===== config.mk =====
export PLATFORM = sky130hd
export DESIGN_NAME = sdram_cmd_exec_flat
export DESIGN_NICKNAME = d
export VERILOG_FILES = /design/src/rtl/sdram_pkg.sv /design/src/rtl/sdram_cmd_exec_if.sv /design/src/rtl/sdram_cmd_timer.sv /design/src/rtl/sdram_cmd_exec.sv /design/src/flat_wrapper.sv
export SDC_FILE = /design/constraint.sdc
export NUM_CORES = 1
export LEC_CHECK = 0
export ABC_AREA = 1
export CORE_MARGIN = 2
export CORE_UTILIZATION = 40
export CTS_CLUSTER_SIZE = 16
export DETAILED_ROUTE_END_ITERATION = 7
export HOLD_SLACK_MARGIN = 0.06
export PLACE_DENSITY_LB_ADDON = 0.12
export SYNTH_ARGS = -nofsm -noshare
export SYNTH_HDL_FRONTEND = slang
export SYNTH_SLANG_ARGS = --single-unit

===== constraint.sdc =====
create_clock -name clk -period 1.3 [get_ports clk]
set_clock_uncertainty 0.05 [all_clocks]
set_input_delay 0.26 -clock clk [delete_from_list [all_inputs] [get_ports clk]]
set_output_delay 0.26 -clock clk [all_outputs]
set_load 0.02 [all_outputs]

===== src/rtl/sdram_pkg.sv =====
// Shared types and constants for the SDRAM command executor.
// Holds select codes, pin encodings, mode-register fields and default timings.
package sdram_pkg;

    localparam int unsigned SEL_W  = 4;
    localparam int unsigned BANK_W = 2;
    localparam int unsigned ROW_W  = 13;
    localparam int unsigned COL_W  = 10;
    localparam int unsigned TMR_W  = 8;
    localparam int unsigned AP_BIT = 10;

    typedef enum logic [SEL_W-1:0] {
        NOP         = 4'd0,
        ACT         = 4'd1,
        READ        = 4'd2,
        READ_BURST  = 4'd3,
        WRITE       = 4'd4,
        WRITE_BURST = 4'd5,
        AREF        = 4'd6,
        SREF_ENTER  = 4'd7,
        SREF_EXIT   = 4'd8,
        PRE_ALL     = 4'd9,
        LMR         = 4'd10,
        LMR_BURST   = 4'd11
    } sel_e;

    typedef enum logic [1:0] {IDLE, ISSUE, WAIT, DONE} state_e;

    typedef struct packed {
        logic cs_n;
        logic ras_n;
        logic cas_n;
        logic we_n;
    } cmd_pins_t;

    localparam cmd_pins_t PIN_DESEL = cmd_pins_t'(4'b1111);
    localparam cmd_pins_t PIN_NOP   = cmd_pins_t'(4'b0111);
    localparam cmd_pins_t PIN_ACT   = cmd_pins_t'(4'b0011);
    localparam cmd_pins_t PIN_READ  = cmd_pins_t'(4'b0101);
    localparam cmd_pins_t PIN_WRITE = cmd_pins_t'(4'b0100);
    localparam cmd_pins_t PIN_PRE   = cmd_pins_t'(4'b0010);
    localparam cmd_pins_t PIN_AREF  = cmd_pins_t'(4'b0001);
    localparam cmd_pins_t PIN_LMR   = cmd_pins_t'(4'b0000);

    // Mode-register fields: write mode, burst type, burst length codes
    localparam logic       MR_WB_BURST = 1'b0;
    localparam logic       MR_SEQ      = 1'b0;
    localparam logic [2:0] MR_BL1      = 3'b000;
    localparam logic [2:0] MR_BL8      = 3'b011;

    localparam int unsigned T_INIT_DEF    = 20000;
    localparam int unsigned T_RP_DEF      = 3;
    localparam int unsigned T_RCD_DEF     = 3;
    localparam int unsigned T_RFC_DEF     = 10;
    localparam int unsigned T_MRD_DEF     = 2;
    localparam int unsigned T_WR_DEF      = 2;
    localparam int unsigned T_XSR_DEF     = 12;
    localparam int unsigned CAS_LAT_DEF   = 3;
    localparam int unsigned BURST_LEN_DEF = 8;

endpackage


===== src/rtl/sdram_cmd_exec_if.sv =====
// Select/start/done handshake plus SDRAM pin bundle of the command executor.
interface sdram_cmd_exec_if;
    import sdram_pkg::*;

    logic [SEL_W-1:0]  select;
    logic              start;
    logic [BANK_W-1:0] bank;
    logic [ROW_W-1:0]  row_addr;
    logic [COL_W-1:0]  col_addr;
    logic              done;
    logic              cnt_done;
    logic              cke;
    logic              cs_n;
    logic              ras_n;
    logic              cas_n;
    logic              we_n;
    logic [BANK_W-1:0] ba;
    logic [ROW_W-1:0]  addr;
    logic              dq_oe;
    logic              rd_valid;

    modport master (
        output select, start, bank, row_addr, col_addr,
        input  done, cnt_done, cke, cs_n, ras_n, cas_n, we_n, ba, addr, dq_oe, rd_valid
    );

    modport slave (
        input  select, start, bank, row_addr, col_addr,
        output done, cnt_done, cke, cs_n, ras_n, cas_n, we_n, ba, addr, dq_oe, rd_valid
    );
endinterface


===== src/rtl/sdram_cmd_timer.sv =====
// Loadable saturating down-counter with a zero flag.
module sdram_cmd_timer
    import sdram_pkg::*;
#(
    parameter int unsigned W = TMR_W
) (
    input  logic         clk,
    input  logic         rst,
    input  logic         load,
    input  logic [W-1:0] load_val,
    input  logic         en,
    output logic [W-1:0] count,
    output logic         zero_c
);

    always_ff @(posedge clk) begin
        if (rst) begin
            count <= '0;
        end else if (load) begin
            count <= load_val;
        end else if (en && (count != '0)) begin
            count <= count - W'(1);
        end
    end

    assign zero_c = (count == '0);

endmodule


===== src/rtl/sdram_cmd_exec.sv =====
// SDRAM command executor: issues one command per select code, times its
// NOP period, pulses done, and runs the power-up wait counter.
module sdram_cmd_exec
    import sdram_pkg::*;
#(
    parameter int unsigned T_INIT    = T_INIT_DEF,
    parameter int unsigned T_RP      = T_RP_DEF,
    parameter int unsigned T_RCD     = T_RCD_DEF,
    parameter int unsigned T_RFC     = T_RFC_DEF,
    parameter int unsigned T_MRD     = T_MRD_DEF,
    parameter int unsigned T_WR      = T_WR_DEF,
    parameter int unsigned T_XSR     = T_XSR_DEF,
    parameter int unsigned CAS_LAT   = CAS_LAT_DEF,
    parameter int unsigned BURST_LEN = BURST_LEN_DEF
) (
    input logic             clk,
    input logic             rst,
    sdram_cmd_exec_if.slave bus
);

    localparam int unsigned INIT_W = $clog2(T_INIT + 1);

    state_e            state, state_d;
    logic [SEL_W-1:0]  code, code_d;
    cmd_pins_t         pins, pins_d;
    logic [BANK_W-1:0] ba, ba_d;
    logic [ROW_W-1:0]  addr, addr_d;
    logic              cke, cke_d;
    logic              dq_oe, dq_oe_d;
    logic              rd_valid, rd_valid_d;
    logic              done, done_d;
    logic              issue;
    logic [TMR_W-1:0]  w_load, s_load, w_cnt, s_cnt, win_len;
    logic              w_zero, s_zero, win_on;
    logic [INIT_W-1:0] init_cnt;
    logic              cnt_done;

    sdram_cmd_timer #(.W(TMR_W)) u_wait_tmr (
        .clk(clk), .rst(rst), .load(issue), .load_val(w_load),
        .en(state != IDLE), .count(w_cnt), .zero_c(w_zero)
    );

    // Strobe window: active while the count lies in 1..win_len
    sdram_cmd_timer #(.W(TMR_W)) u_strobe_tmr (
        .clk(clk), .rst(rst), .load(issue), .load_val(s_load),
        .en(state != IDLE), .count(s_cnt), .zero_c(s_zero)
    );

    assign win_len = ((code == READ_BURST) || (code == WRITE_BURST)) ? TMR_W'(BURST_LEN) : TMR_W'(1);
    assign win_on  = !s_zero && (s_cnt <= win_len);

    always_comb begin
        state_d    = state;
        code_d     = code;
        pins_d     = PIN_NOP;
        ba_d       = '0;
        addr_d     = '0;
        cke_d      = cke;
        dq_oe_d    = 1'b0;
        rd_valid_d = 1'b0;
        done_d     = 1'b0;
        issue      = 1'b0;
        w_load     = '0;
        s_load     = '0;
        unique case (state)
            IDLE: begin
                if (bus.select != '0) begin
                    issue   = 1'b1;
                    state_d = ISSUE;
                    code_d  = bus.select;
                    case (bus.select)
                        ACT: begin
                            pins_d = PIN_ACT;
                            ba_d   = bus.bank;
                            addr_d = bus.row_addr;
                            w_load = TMR_W'(T_RCD - 1);
                        end
                        READ, READ_BURST: begin
                            pins_d = PIN_READ;
                            ba_d   = bus.bank;
                            addr_d = {2'b00, 1'b1, bus.col_addr};
                            if (bus.select == READ) begin
                                w_load = TMR_W'(CAS_LAT + T_RP - 1);
                                s_load = TMR_W'(CAS_LAT);
                            end else begin
                                w_load = TMR_W'(CAS_LAT + BURST_LEN + T_RP - 2);
                                s_load = TMR_W'(CAS_LAT + BURST_LEN - 1);
                            end
                        end
                        WRITE, WRITE_BURST: begin
                            pins_d  = PIN_WRITE;
                            ba_d    = bus.bank;
                            addr_d  = {2'b00, 1'b1, bus.col_addr};
                            dq_oe_d = 1'b1;
                            if (bus.select == WRITE) begin
                                w_load = TMR_W'(T_WR + T_RP - 1);
                            end else begin
                                w_load = TMR_W'(BURST_LEN + T_WR + T_RP - 2);
                                s_load = TMR_W'(BURST_LEN - 1);
                            end
                        end
                        AREF: begin
                            pins_d = PIN_AREF;
                            w_load = TMR_W'(T_RFC - 1);
                        end
                        SREF_ENTER: begin
                            pins_d = PIN_AREF;
                            cke_d  = 1'b0;
                            w_load = TMR_W'(1);
                        end
                        SREF_EXIT: begin
                            cke_d  = 1'b1;
                            w_load = TMR_W'(T_XSR - 1);
                        end
                        PRE_ALL: begin
                            pins_d         = PIN_PRE;
                            addr_d[AP_BIT] = 1'b1;
                            w_load         = TMR_W'(T_RP - 1);
                        end
                        LMR, LMR_BURST: begin
                            pins_d = PIN_LMR;
                            addr_d = {3'b000, MR_WB_BURST, 2'b00, 3'(CAS_LAT), MR_SEQ,
                                      (bus.select == LMR) ? MR_BL1 : MR_BL8};
                            w_load = TMR_W'(T_MRD - 1);
                        end
                        default: w_load = '0;
                    endcase
                end
            end
            ISSUE, WAIT: begin
                rd_valid_d = win_on && ((code == READ) || (code == READ_BURST));
                dq_oe_d    = win_on && ((code == WRITE) || (code == WRITE_BURST));
                if (w_zero) begin
                    state_d = DONE;
                    done_d  = 1'b1;
                end else begin
                    state_d = WAIT;
                end
            end
            DONE:    state_d = IDLE;
            default: state_d = IDLE;
        endcase
    end

    always_ff @(posedge clk) begin
        if (rst) begin
            state    <= IDLE;
            code     <= '0;
            pins     <= PIN_DESEL;
            ba       <= '0;
            addr     <= '0;
            cke      <= 1'b1;
            dq_oe    <= 1'b0;
            rd_valid <= 1'b0;
            done     <= 1'b0;
        end else begin
            state    <= state_d;
            code     <= code_d;
            pins     <= pins_d;
            ba       <= ba_d;
            addr     <= addr_d;
            cke      <= cke_d;
            dq_oe    <= dq_oe_d;
            rd_valid <= rd_valid_d;
            done     <= done_d;
        end
    end

    // Power-up wait: saturating count while start is held
    always_ff @(posedge clk) begin
        if (rst || !bus.start) begin
            init_cnt <= '0;
            cnt_done <= 1'b0;
        end else begin
            if (init_cnt != INIT_W'(T_INIT)) begin
                init_cnt <= init_cnt + INIT_W'(1);
            end
            cnt_done <= (init_cnt >= INIT_W'(T_INIT - 1));
        end
    end

    assign bus.cs_n     = pins.cs_n;
    assign bus.ras_n    = pins.ras_n;
    assign bus.cas_n    = pins.cas_n;
    assign bus.we_n     = pins.we_n;
    assign bus.ba       = ba;
    assign bus.addr     = addr;
    assign bus.cke      = cke;
    assign bus.dq_oe    = dq_oe;
    assign bus.rd_valid = rd_valid;
    assign bus.done     = done;
    assign bus.cnt_done = cnt_done;

endmodule

===== src/flat_wrapper.sv =====
// flat-port wrapper written by rule: the top's interface ports become plain ports
module sdram_cmd_exec_flat import sdram_pkg::*;
#(
    parameter int unsigned T_INIT    = T_INIT_DEF,
    parameter int unsigned T_RP      = T_RP_DEF,
    parameter int unsigned T_RCD     = T_RCD_DEF,
    parameter int unsigned T_RFC     = T_RFC_DEF,
    parameter int unsigned T_MRD     = T_MRD_DEF,
    parameter int unsigned T_WR      = T_WR_DEF,
    parameter int unsigned T_XSR     = T_XSR_DEF,
    parameter int unsigned CAS_LAT   = CAS_LAT_DEF,
    parameter int unsigned BURST_LEN = BURST_LEN_DEF
)
  (clk, rst, bus_select, bus_start, bus_bank, bus_row_addr, bus_col_addr, bus_done, bus_cnt_done, bus_cke, bus_cs_n, bus_ras_n, bus_cas_n, bus_we_n, bus_ba, bus_addr, bus_dq_oe, bus_rd_valid);
  sdram_cmd_exec_if bus_i ();
  input logic clk;
  input logic rst;
  input wire logic [$bits(bus_i.select)-1:0] bus_select;
  input wire logic [$bits(bus_i.start)-1:0] bus_start;
  input wire logic [$bits(bus_i.bank)-1:0] bus_bank;
  input wire logic [$bits(bus_i.row_addr)-1:0] bus_row_addr;
  input wire logic [$bits(bus_i.col_addr)-1:0] bus_col_addr;
  output wire logic [$bits(bus_i.done)-1:0] bus_done;
  output wire logic [$bits(bus_i.cnt_done)-1:0] bus_cnt_done;
  output wire logic [$bits(bus_i.cke)-1:0] bus_cke;
  output wire logic [$bits(bus_i.cs_n)-1:0] bus_cs_n;
  output wire logic [$bits(bus_i.ras_n)-1:0] bus_ras_n;
  output wire logic [$bits(bus_i.cas_n)-1:0] bus_cas_n;
  output wire logic [$bits(bus_i.we_n)-1:0] bus_we_n;
  output wire logic [$bits(bus_i.ba)-1:0] bus_ba;
  output wire logic [$bits(bus_i.addr)-1:0] bus_addr;
  output wire logic [$bits(bus_i.dq_oe)-1:0] bus_dq_oe;
  output wire logic [$bits(bus_i.rd_valid)-1:0] bus_rd_valid;
  assign bus_i.select = bus_select;
  assign bus_i.start = bus_start;
  assign bus_i.bank = bus_bank;
  assign bus_i.row_addr = bus_row_addr;
  assign bus_i.col_addr = bus_col_addr;
  assign bus_done = bus_i.done;
  assign bus_cnt_done = bus_i.cnt_done;
  assign bus_cke = bus_i.cke;
  assign bus_cs_n = bus_i.cs_n;
  assign bus_ras_n = bus_i.ras_n;
  assign bus_cas_n = bus_i.cas_n;
  assign bus_we_n = bus_i.we_n;
  assign bus_ba = bus_i.ba;
  assign bus_addr = bus_i.addr;
  assign bus_dq_oe = bus_i.dq_oe;
  assign bus_rd_valid = bus_i.rd_valid;
  sdram_cmd_exec #(.T_INIT(T_INIT), .T_RP(T_RP), .T_RCD(T_RCD), .T_RFC(T_RFC), .T_MRD(T_MRD), .T_WR(T_WR), .T_XSR(T_XSR), .CAS_LAT(CAS_LAT), .BURST_LEN(BURST_LEN)) u_core (.clk(clk), .rst(rst), .bus(bus_i));
endmodule

; Yosys cells after proc, flatten, opt, wreduce, memory -nomap -nowiden
; Cells that the tools add are included.
[totals]
in_bits = 32
rom_bits = 0
mem_count = 0
out_inout_bits = 24
regBits = 61
mem_bits_rw = 0
latchBits = 0
[classes]
addsub = 3
shifts = 0
n_eq_ne = 20
reduce_logical = 37
n_bitwise = 5
div = 0
mux = 31
mul = 0
order_cmp = 2
[op_table]
columns = operator, count
row1 = $mux 8, 8
row2 = $pmux 8 s6, 1
row3 = $pmux 10 s3, 1
row4 = $eq 4x3->1 const B, 6
row5 = $mux 4, 6
row6 = $pmux 3 s6, 1
row7 = $eq 4x2->1 const B, 4
row8 = $eq 4x4->1 const B, 4
row9 = $logic_not 8->1, 2
row10 = $pmux 8 s2, 1
row11 = $reduce_bool 8->1, 2
row12 = $sub 8x1->8 const B, 2
row13 = $add 15x1->15 const B, 1
row14 = $ge 15x15->1 const B, 1
row15 = $ne 15x15->1 const B, 1
row16 = $reduce_or 2->1, 7
row17 = $reduce_or 4->1, 3
row18 = $reduce_or 5->1, 2
row19 = $le 8x8->1, 1
row20 = $reduce_bool 2->1, 4
row21 = $mux 1, 6
row22 = $pmux 1 s2, 3
row23 = $pmux 2 s3, 1
row24 = $reduce_or 3->1, 2
row25 = 14 further kinds, 28

; Longest topological paths before layout
; Gate-level depths: netlist of run 1.
[logic_depth]
ltp_word = 7
depth_mapped = 11
ltp_nobuf = 11

; Modules after synthesis
; Synthesis of run 1 repeated with hierarchy kept, for this count alone.
[unflattened]
cells_unflattened = 504
hier_area_um2 = 3343.2
[modules_own_cells]
columns = mod, area_each_um2, instances, cells_per_inst
row1 = sdram_cmd_exec, 2142.1, 1, 296
row2 = sdram_cmd_timer, 600.6, 2, 104

; Worst setup path before layout of run 1
; Ideal clock, no wire load.
[synth_timing]
kind = flip-flop to flip-flop
start = register u_core.u_wait_tmr.count[0]
end = register u_core.u_wait_tmr.count[0]
required_ns = 1.134
arrival_ns = 1.259
setup_slack_ns = -0.124
setup_time_ns = 0.116
n_path_buf = 0
stages_incl_launch_ff = 12
cell_sequence = dfxtp_1 inv_1 ha_1 inv_1 nor2_2 nand2_2 nor2_8 nand2_4 nand2_4 nand2_1 nand2_1 a21oi_2
[synth_via]
elab_chain_len = 3
word_cells_on_any_way = 6
[synth_lines]
columns = element, line_no
row1 = from (decl), sdram_cmd_timer.sv:12  ; output logic [W-1:0] count,
row2 = from (signal assigned), sdram_cmd_timer.sv:20  ; count <= load_val;
row3 = from (signal assigned), sdram_cmd_timer.sv:22  ; count <= count - W'(1);
row4 = $sub 8x1->8 / $reduce_bool 8->1 (equally long branches), "sdram_cmd_timer.sv:22, sdram_cmd_timer.sv:21"
row5 = $mux 8 / $logic_and 1x1->1 (equally long branches), sdram_cmd_timer.sv:21  ; end else if (en && (count != '0)) begin
row6 = $mux 8 / $reduce_bool 2->1 (equally long branches), n/a
; Parallel ways exist; a longest one is shown, timed or not. The select of a mux whose other input is x is not followed.
; A chain may end at the register's enable or synchronous reset.

; Final worst setup path of run 1
[layout_timing]
start = register u_core.state[0]
end = register u_core.addr[0], in the netlist u_core.bus.addr[0]
[layout_via]
elab_chain_len = 3
[layout_lines]
columns = element, line_no
row1 = from (decl), sdram_cmd_exec.sv:23  ; state_e state, state_d;
row2 = from (signal assigned), sdram_cmd_exec.sv:157  ; state <= state_d;
row3 = $logic_not 2->1, sdram_cmd_exec.sv:65  ; unique case (state)
row4 = $not 1->1 (no line), n/a
row5 = $reduce_or 3->1 (no line), n/a
row6 = to (signal assigned), sdram_cmd_exec.sv:161  ; addr <= addr_d;
row7 = to (decl), sdram_cmd_exec.sv:27  ; logic [ROW_W-1:0] addr, addr_d;
; No other way between the ends.

==> run metrics, run 1 <==
IR drop worst, VDD 1.51 mV; Longest Clk Path Bufs 2; most common flop cell mapped by yosys sky130_fd_sc_hd__dfxtp_1; share of the core filled with cells 66.0%; status finished, violations left; EDFF count, synth 0; number of antenna violations at the first check in global routing 0; relative contribution of sequential cells to total power 25.0%; post-detail-place hpwl 6260 µm; internal power summed over all cells 5.55 mW; classification of the worst setup path flip-flop to flip-flop; type of the worst min-delay path input port to flip-flop; area leader, netlist sky130_fd_sc_hd__dfxtp_1; drt via density 4.84; final weighted congestion in routability-driven placement 0.870; max-cap violation count 0; number of detailed-routing iterations run before antenna repair 4; pwr/cell area 1940 nW/µm²; clock-pin transition on the worst setup and hold timing paths 0.07 ns; I/O Pins 56; number of cells in the finished layout apart from fillers 689; total congestion overflow 0; full die area 8460 µm²; CP startpoint u_core.state[0]; Worst-Skew Late Latency 0.34 ns; Clock power frac 17.7%; Post-Place Cells 656; count of pins over their slew limit 0; CTS buffer count 9; mean instance size in the synthesized netlist 7.04 µm²; final critical-path setup slack -0.112 ns; Antenna diodes 0; failing checks negative setup slack; most frequent cell after synthesis sky130_fd_sc_hd__nand2_1; number of library cell types mapped by synthesis 33; synthesized area 3100 µm²; Synth async-reset ratio 0%; DRC marker count from the first detailed-route iteration 149; cells on worst reg2reg path 9; relative max-transition margin 82.0%; shortest clock period the worst path allows after layout 1.41 ns; Crit Path Max Fanout 6; Via Count 3,337; nets in the synthesized netlist 479; net switching component of the power 4.18 mW; placement-stage cell area 4320 µm²; largest net degree at the start of global routing 15; finished layout cell area 5020 µm²; proportion of synthesized chip area in sequential cells 39.5%; r2r endpoint u_core.bus.addr[0]; number of antenna-violating nets in the routed design 0; Core Area 7610 µm²; count of mapped cells out of synthesis 440; layout net count 621; share of the synthesized area in the top cell type 39.5%; setup repair after global routing missed its margin true; Critical Path End u_core.bus.addr[0]; combinational group share of total power 57.3%; most frequent cells after synthesis sky130_fd_sc_hd__nand2_1 (93), sky130_fd_sc_hd__nor2_1 (62), sky130_fd_sc_hd__dfxtp_1 (61); Most common cell on crit path sky130_fd_sc_hd__inv_4; slowest cell delay on critical path 0.33 ns; total wire length 8920 µm; ranking of synthesized cells by area sky130_fd_sc_hd__dfxtp_1 (39%), sky130_fd_sc_hd__nand2_1 (11%), sky130_fd_sc_hd__nor2_1 (7.5%), sky130_fd_sc_hd__inv_1 (6.7%), sky130_fd_sc_hd__a21oi_1 (6.1%); worst path bufs/invs 5; total number of yosys warnings 0; count of hold-fix buffers inserted at cts 0; clock tree from TritonCTS yes; worst setup timing slack at the placement stage -0.468 ns; Max H-tree Level 3; ordered cell list for the critical path inv_2 > ha_4 > inv_8 > nor2_8 > inv_4 > nor2_4 > inv_4 > buf_6 > a31oi_1; fraction of layout cells with a size suffix above 1 40.9%; Area Growth Syn to Fin 62.2%; share of the clock period used by the worst path 109%; Slowest cell on crit path sky130_fd_sc_hd__dfxtp_2; # DRC 0; Sw Share 42.9%; register bit total from synthesis 61; vertical extent of the die 92.0 µm; floorplan row count 32; CTS Root Cell sky130_fd_sc_hd__clkbuf_8; number of buffer cells added on primary ports 55; Arrival @ worst endpoint 1.62 ns; leakage 2.10 nW; element type at the critical path end flip-flop; TritonCTS sink count 61; FMAX 708 MHz; starting utilization of the core area 40.7%; flop-to-flop setup slack -0.11 ns; number of fillers in the final layout 660; horizontal extent of the die 92.0 µm; Worst path depth 9; Global Route Usage Sum 21.5%; setup violation total in the final timing report 36; final count of hold timing violations 0; first-pass GRT wire length 14,700 µm; actual transition at the worst max-transition pin 0.268 ns; critical path data required time 1.51 ns; number of global-route vias before repair 3,346; r2r startpoint u_core.state[0]; largest delay contributor family on the critical path buffers and inverters; kind of launch point of the worst setup path flip-flop; WL per Instance 13.0 µm
## sequential cells by signal, summed over array words and instances, names as in the netlist, 2 cells and up
| signal | count |
|---|---|
| u_core.bus.ba | 2 |
| u_core.init_cnt | 15 |
| u_core.u_strobe_tmr.count | 8 |
| u_core.bus.addr | 13 |
| u_core.code | 4 |
| u_core.u_wait_tmr.count | 8 |
| u_core.state | 2 |
## how the worst min path moves through the flow
stage                               startpoint                          to  slack (ns)  depth (start not counted)
floorplan                                  rst             u_core.bus.cs_n        0.24                          0
global placement                u_core.bus.cke              u_core.bus.cke        0.43                          2
detailed placement  u_core.u_wait_tmr.count[7]  u_core.u_wait_tmr.count[7]        0.43                          2
CTS                                bus_bank[0]            u_core.bus.ba[0]        0.38                          3
global route                       bus_bank[1]            u_core.bus.ba[1]        0.39                          3
finish                             bus_bank[0]            u_core.bus.ba[0]        0.39                          3
## layout make-up
cell class	instances	area [µm²]	share of cell area, %
Clock buffer	9	124	2.47
Multi-Input combinational cell	311	2030	40.4
Timing Repair Buffer	137	1160	23.2
Sequential cell	61	1250	24.8
Clock inverter	7	75.1	1.50
Inverter	62	254	5.06
Tap cell	102	128	2.54
## cells by family (layout without fill, tap and decap cells)
| group | Yosys count | in the layout | synth area share (%) |
|---|---|---|---|
| buffers and inverters | 68 | 215 | 9.58 |
| flip-flops | 61 | 61 | 39.5 |
| AO/OA/AOI/OAI | 79 | 79 | 14.3 |
| AND/OR/NAND/NOR | 222 | 222 | 33.0 |
| XOR/XNOR | 3 | 3 | 0.849 |
| adder cells (fa/ha/maj) | 7 | 7 | 2.83 |
## layout by cell type (no fill, tap or decap), types with 11 or more instances in the layout
| cell | Yosys | routed |
|---|---|---|
| sky130_fd_sc_hd__nand2_1 | 93 | 81 |
| sky130_fd_sc_hd__buf_4 | 2 | 70 |
| sky130_fd_sc_hd__nor2_1 | 62 | 52 |
| sky130_fd_sc_hd__dfxtp_1 | 61 | 48 |
| sky130_fd_sc_hd__inv_1 | 55 | 43 |
| sky130_fd_sc_hd__clkdlybuf4s50_1 | 0 | 27 |
| sky130_fd_sc_hd__a21oi_1 | 38 | 21 |
| sky130_fd_sc_hd__a21oi_2 | 3 | 18 |
| sky130_fd_sc_hd__o21ai_1 | 4 | 15 |
| sky130_fd_sc_hd__clkbuf_2 | 0 | 14 |
| sky130_fd_sc_hd__inv_2 | 5 | 13 |
| sky130_fd_sc_hd__nand2_2 | 5 | 13 |
| sky130_fd_sc_hd__nor2_4 | 2 | 13 |
| sky130_fd_sc_hd__nand3_1 | 23 | 13 |
| sky130_fd_sc_hd__o21ai_0 | 25 | 11 |
## per-stage QoR
stage,power [mW],hold slack [ns],TNS (ns)
final,9.73,0.390,-1.67
after global routing,10.4,0.395,-4.90
after CTS,9.26,0.384,-1.15
after detailed placement,6.97,0.428,-18.83
after global placement,6.89,0.429,-17.43
after floorplan,5.51,0.238,-0.616
## power by group through the flow
stage                     combinational [mW]  sequential, mW  clock, mW
after floorplan                         2.98            2.53          0
after global placement                  4.45            2.44          0
after detailed placement                4.52            2.45          0
after CTS                               5.09            2.42       1.75
after global routing                    6.12            2.47       1.83
final                                   5.58            2.43       1.72
## worst register-to-register path, stage by stage (launching register included)
cell                      delay [ns]
sky130_fd_sc_hd__dfxtp_2        0.33
sky130_fd_sc_hd__inv_2          0.07
sky130_fd_sc_hd__ha_4           0.20
sky130_fd_sc_hd__inv_8          0.05
sky130_fd_sc_hd__nor2_8         0.12
sky130_fd_sc_hd__inv_4          0.05
sky130_fd_sc_hd__nor2_4         0.12
sky130_fd_sc_hd__inv_4          0.07
sky130_fd_sc_hd__buf_6          0.13
sky130_fd_sc_hd__a31oi_1        0.14
## what timing repair did
action | 4_1_cts | 5_1_grt
resized for setup | 97 | 96
pin swaps | 18 | 31
buffers inserted | 9 | 8
endpoints found under the hold margin | 0 | 0
endpoints found under the setup margin | 71 | 70
## routing by layer
layer,track usage [%],part of all wire (%),vias up
met4,5.72,1.2,0
met1,26.4,44,1569
met3,4.93,4.5,10
met2,37.7,50,66
li1,-,-,1692
met5,0,0,-
Power figures use the tool's default switching activity.
==> run 2: changes to the inputs <==
PLACE_DENSITY = 0.62   (was unset)
PLACE_DENSITY_LB_ADDON = unset   (was 0.12)
==> run 2 against run 1 <==
Net effect:
- the run still ends with negative setup slack left
- routed wire length is 3.4% lower
- first-iteration DRC count shrank 17%
- worst setup slack got worse by 0.00076 ns
- combinational power down 6.1%
- critical endpoint is now u_core.bus.addr[1]
==> run metrics, run 2 (same netlist as run 1, synthesis figures left out) <==
Clock power frac 19.5% (+1.8 points); Max H-tree Level 3 (unchanged); slowest cell delay on critical path 0.33 ns (about the same); Longest Clk Path Bufs 2 (unchanged); count of pins over their slew limit 0 (unchanged); met3 layer wire length in the routed design 319 µm (-21%); drt via density 4.76 (-1.8%); highest metal layer used by the detailed router met4; accumulated negative setup slack -2.03 ns (-0.365 ns); Area Growth Syn to Fin 61.8%; worst path bufs/invs 5 (unchanged); Slowest cell on crit path sky130_fd_sc_hd__dfxtp_2; Sw Share 41.6% (-1.3 points); floorplan row count 32 (unchanged); final weighted congestion in routability-driven placement 0.890 (+2.3%); number of buffer cells added on primary ports 55 (unchanged); combinational group share of total power 55.0% (-2.3 points); internal power summed over all cells 5.56 mW (about the same); Worst-Skew Late Latency 0.35 ns (about the same); Most common cell on crit path sky130_fd_sc_hd__inv_2; element type at the critical path end flip-flop; Via Count 3,262 (-2.2%); FMAX 708 MHz (about the same); number of detailed-routing iterations run before antenna repair 5 (+1); final critical-path setup slack -0.113 ns (-0.000764 ns); type of the worst min-delay path input port to flip-flop; IR drop worst, VDD 1.46 mV (-3.6%); relative contribution of sequential cells to total power 25.5% (+0.5 points); clock tree from TritonCTS yes; met2 wirelength from detailed routing 4430 µm (-0.96%); failing checks negative setup slack; Antenna diodes 0 (unchanged); flop-to-flop setup slack -0.11 ns (about the same); largest net degree at the start of global routing 12 (-3); I/O Pins 56 (unchanged); commonest cells after routing, fill and taps aside sky130_fd_sc_hd__nand2_1 (84), sky130_fd_sc_hd__buf_4 (72), sky130_fd_sc_hd__nor2_1 (54); fraction of layout cells with a size suffix above 1 37.2% (-3.7 points); actual transition at the worst max-transition pin 0.275 ns (+0.00755 ns); pwr/cell area 1900 nW/µm² (-1.9%); Core Area 7610 µm² (unchanged); CTS Root Cell sky130_fd_sc_hd__clkbuf_8; Crit Path Max Fanout 11 (+5); Regs by FF count u_core.init_cnt: 15 flops, u_core.bus.addr: 13 flops; flip-flop count of the largest register, all copies and words added 15 (unchanged); number of antenna-violating nets in the routed design 0 (unchanged); Post-Place Cells 659 (+0.46%); status finished, violations left; CP startpoint u_core.state[0]; classification of the worst setup path flip-flop to flip-flop; largest delay contributor family on the critical path buffers and inverters; ordered cell list for the critical path inv_2 > ha_4 > inv_8 > nor2_8 > inv_4 > nor2_4 > inv_2 > buf_12 > a31oi_4; TritonCTS sink count 61 (unchanged); commonest non-fill, non-tap cell in the layout sky130_fd_sc_hd__nand2_1; setup violation total in the final timing report 36 (unchanged); vertical extent of the die 92.0 µm (unchanged); WL per Instance 12.6 µm (-3.0%); DRC marker count from the first detailed-route iteration 123 (-17%); relative max-transition margin 81.5% (-0.51 points); number of antenna violations at the first check in global routing 0 (unchanged); # DRC 0 (unchanged); number of cells in the finished layout apart from fillers 686 (-0.44%); cells on worst reg2reg path 9 (unchanged); Most flops, register u_core.init_cnt; post-detail-place hpwl 6330 µm (+1.2%); kind of launch point of the worst setup path flip-flop; CTS buffer count 9 (unchanged); shortest clock period the worst path allows after layout 1.41 ns (+0.000764 ns); Post-Route M1 WL 3780 µm (-4.2%); Worst path depth 9 (unchanged); starting utilization of the core area 40.7% (unchanged); total wire length 8620 µm (-3.4%); share of the clock period used by the worst path 109% (about the same); setup repair after global routing missed its margin true; horizontal extent of the die 92.0 µm (unchanged); Arrival @ worst endpoint 1.64 ns (+0.02 ns); number of global-route vias before repair 3,272 (-2.2%); critical path data required time 1.53 ns (+0.02 ns); Global Route Usage Sum 21.0% (-0.45 points); total congestion overflow 0 (unchanged); first-pass GRT wire length 14,400 µm (-2.5%); max-cap violation count 0 (unchanged); r2r endpoint u_core.bus.addr[1]; full die area 8460 µm² (unchanged); leakage 2.11 nW (+0.39%); Critical Path End u_core.bus.addr[1]; r2r startpoint u_core.state[0]; net switching component of the power 3.96 mW (-5.2%); final count of hold timing violations 0 (unchanged); clock-pin transition on the worst setup and hold timing paths 0.07 ns (about the same); layout net count 618 (-0.48%)
## run 2: cell types whose count changed in the layout (fill, tap and decap cells not counted), sizes merged
cell	change
buf	-3
bufinv	+1
clkbuf	-9
clkdlybuf4s15	+10
clkinv	+2
clkinvlp	-4
dlygate4sd2	-2
dlymetal6s2s	+2
## run 2: power by group through the flow
stage	clock (mW)	combinational [mW]	sequential, mW
after floorplan	0	2.98	2.53
after global placement	0	4.55	2.44
after detailed placement	0	4.64	2.45
after CTS	1.90	4.86	2.42
after global routing	2.00	5.74	2.47
final	1.85	5.24	2.43
## run 2: worst min-delay path by stage
stage	from	end	slack (ns)	depth (start not counted)
after floorplan	rst	u_core.bus.cs_n	0.24	0
after global placement	u_core.u_wait_tmr.count[7]	u_core.u_wait_tmr.count[7]	0.41	2
after detailed placement	u_core.u_wait_tmr.count[7]	u_core.u_wait_tmr.count[7]	0.42	2
after CTS	bus_bank[1]	u_core.bus.ba[1]	0.38	3
after global routing	bus_select[0]	u_core.bus.we_n	0.37	4
final	bus_select[0]	u_core.bus.we_n	0.33	4
## run 2: timing repair
action,in CTS,in global routing
setup endpoints to repair,70,76
hold buffers,0,0
gates resized for setup,80,88
pin swaps,17,15
buffers inserted,3,8
## run 2: worst reg2reg max path, delay by kind of cell, from the launching register on
| family | cells | cell delay (ns) |
|---|---|---|
| adder cells (fa/ha/maj) | 1 | 0.22 |
| AND/OR/NAND/NOR | 2 | 0.22 |
| flip-flops | 1 | 0.33 |
| AO/OA/AOI/OAI | 1 | 0.13 |
| buffers and inverters | 5 | 0.40 |
## run 2: metrics by stage
stage	util [%]	setup slack [ns]	power, mW	instance area [µm²]	hold WS [ns]
after detailed placement	57.3	-0.482	7.09	4360	0.421
after global routing	65.8	-0.194	10.2	5010	0.367
after global placement	57.3	-0.489	6.99	4360	0.412
final	65.8	-0.113	9.52	5010	0.329
after floorplan	-	-0.0580	5.51	3180	0.238
after CTS	62.3	-0.104	9.18	4740	0.377
## run 2: routing by layer
metal / vias up / GRT usage (%)
li1: 1700 / -
met1: 1475 / 25.0
met2: 78 / 37.9
met3: 9 / 4.03
met4: 0 / 6.84
met5: - / 0
## run 2: area by class of cell
cell class	count	area, µm²
clock buffer	10	128
timing repair buffer	134	1190
tap	102	128
multi-input combinational	311	1980
fill	651	2600
sequential	61	1240
clock inverter	6	87.6
inverter	62	255
==> run 3: changes to the inputs <==
CAP_MARGIN = 20   (was unset)
PLACE_DENSITY = unset   (was 0.62)
PLACE_DENSITY_LB_ADDON = 0.12   (was unset)
==> results of run 3 <==
Final layout, timing and power as in run 1 (identical DEF).
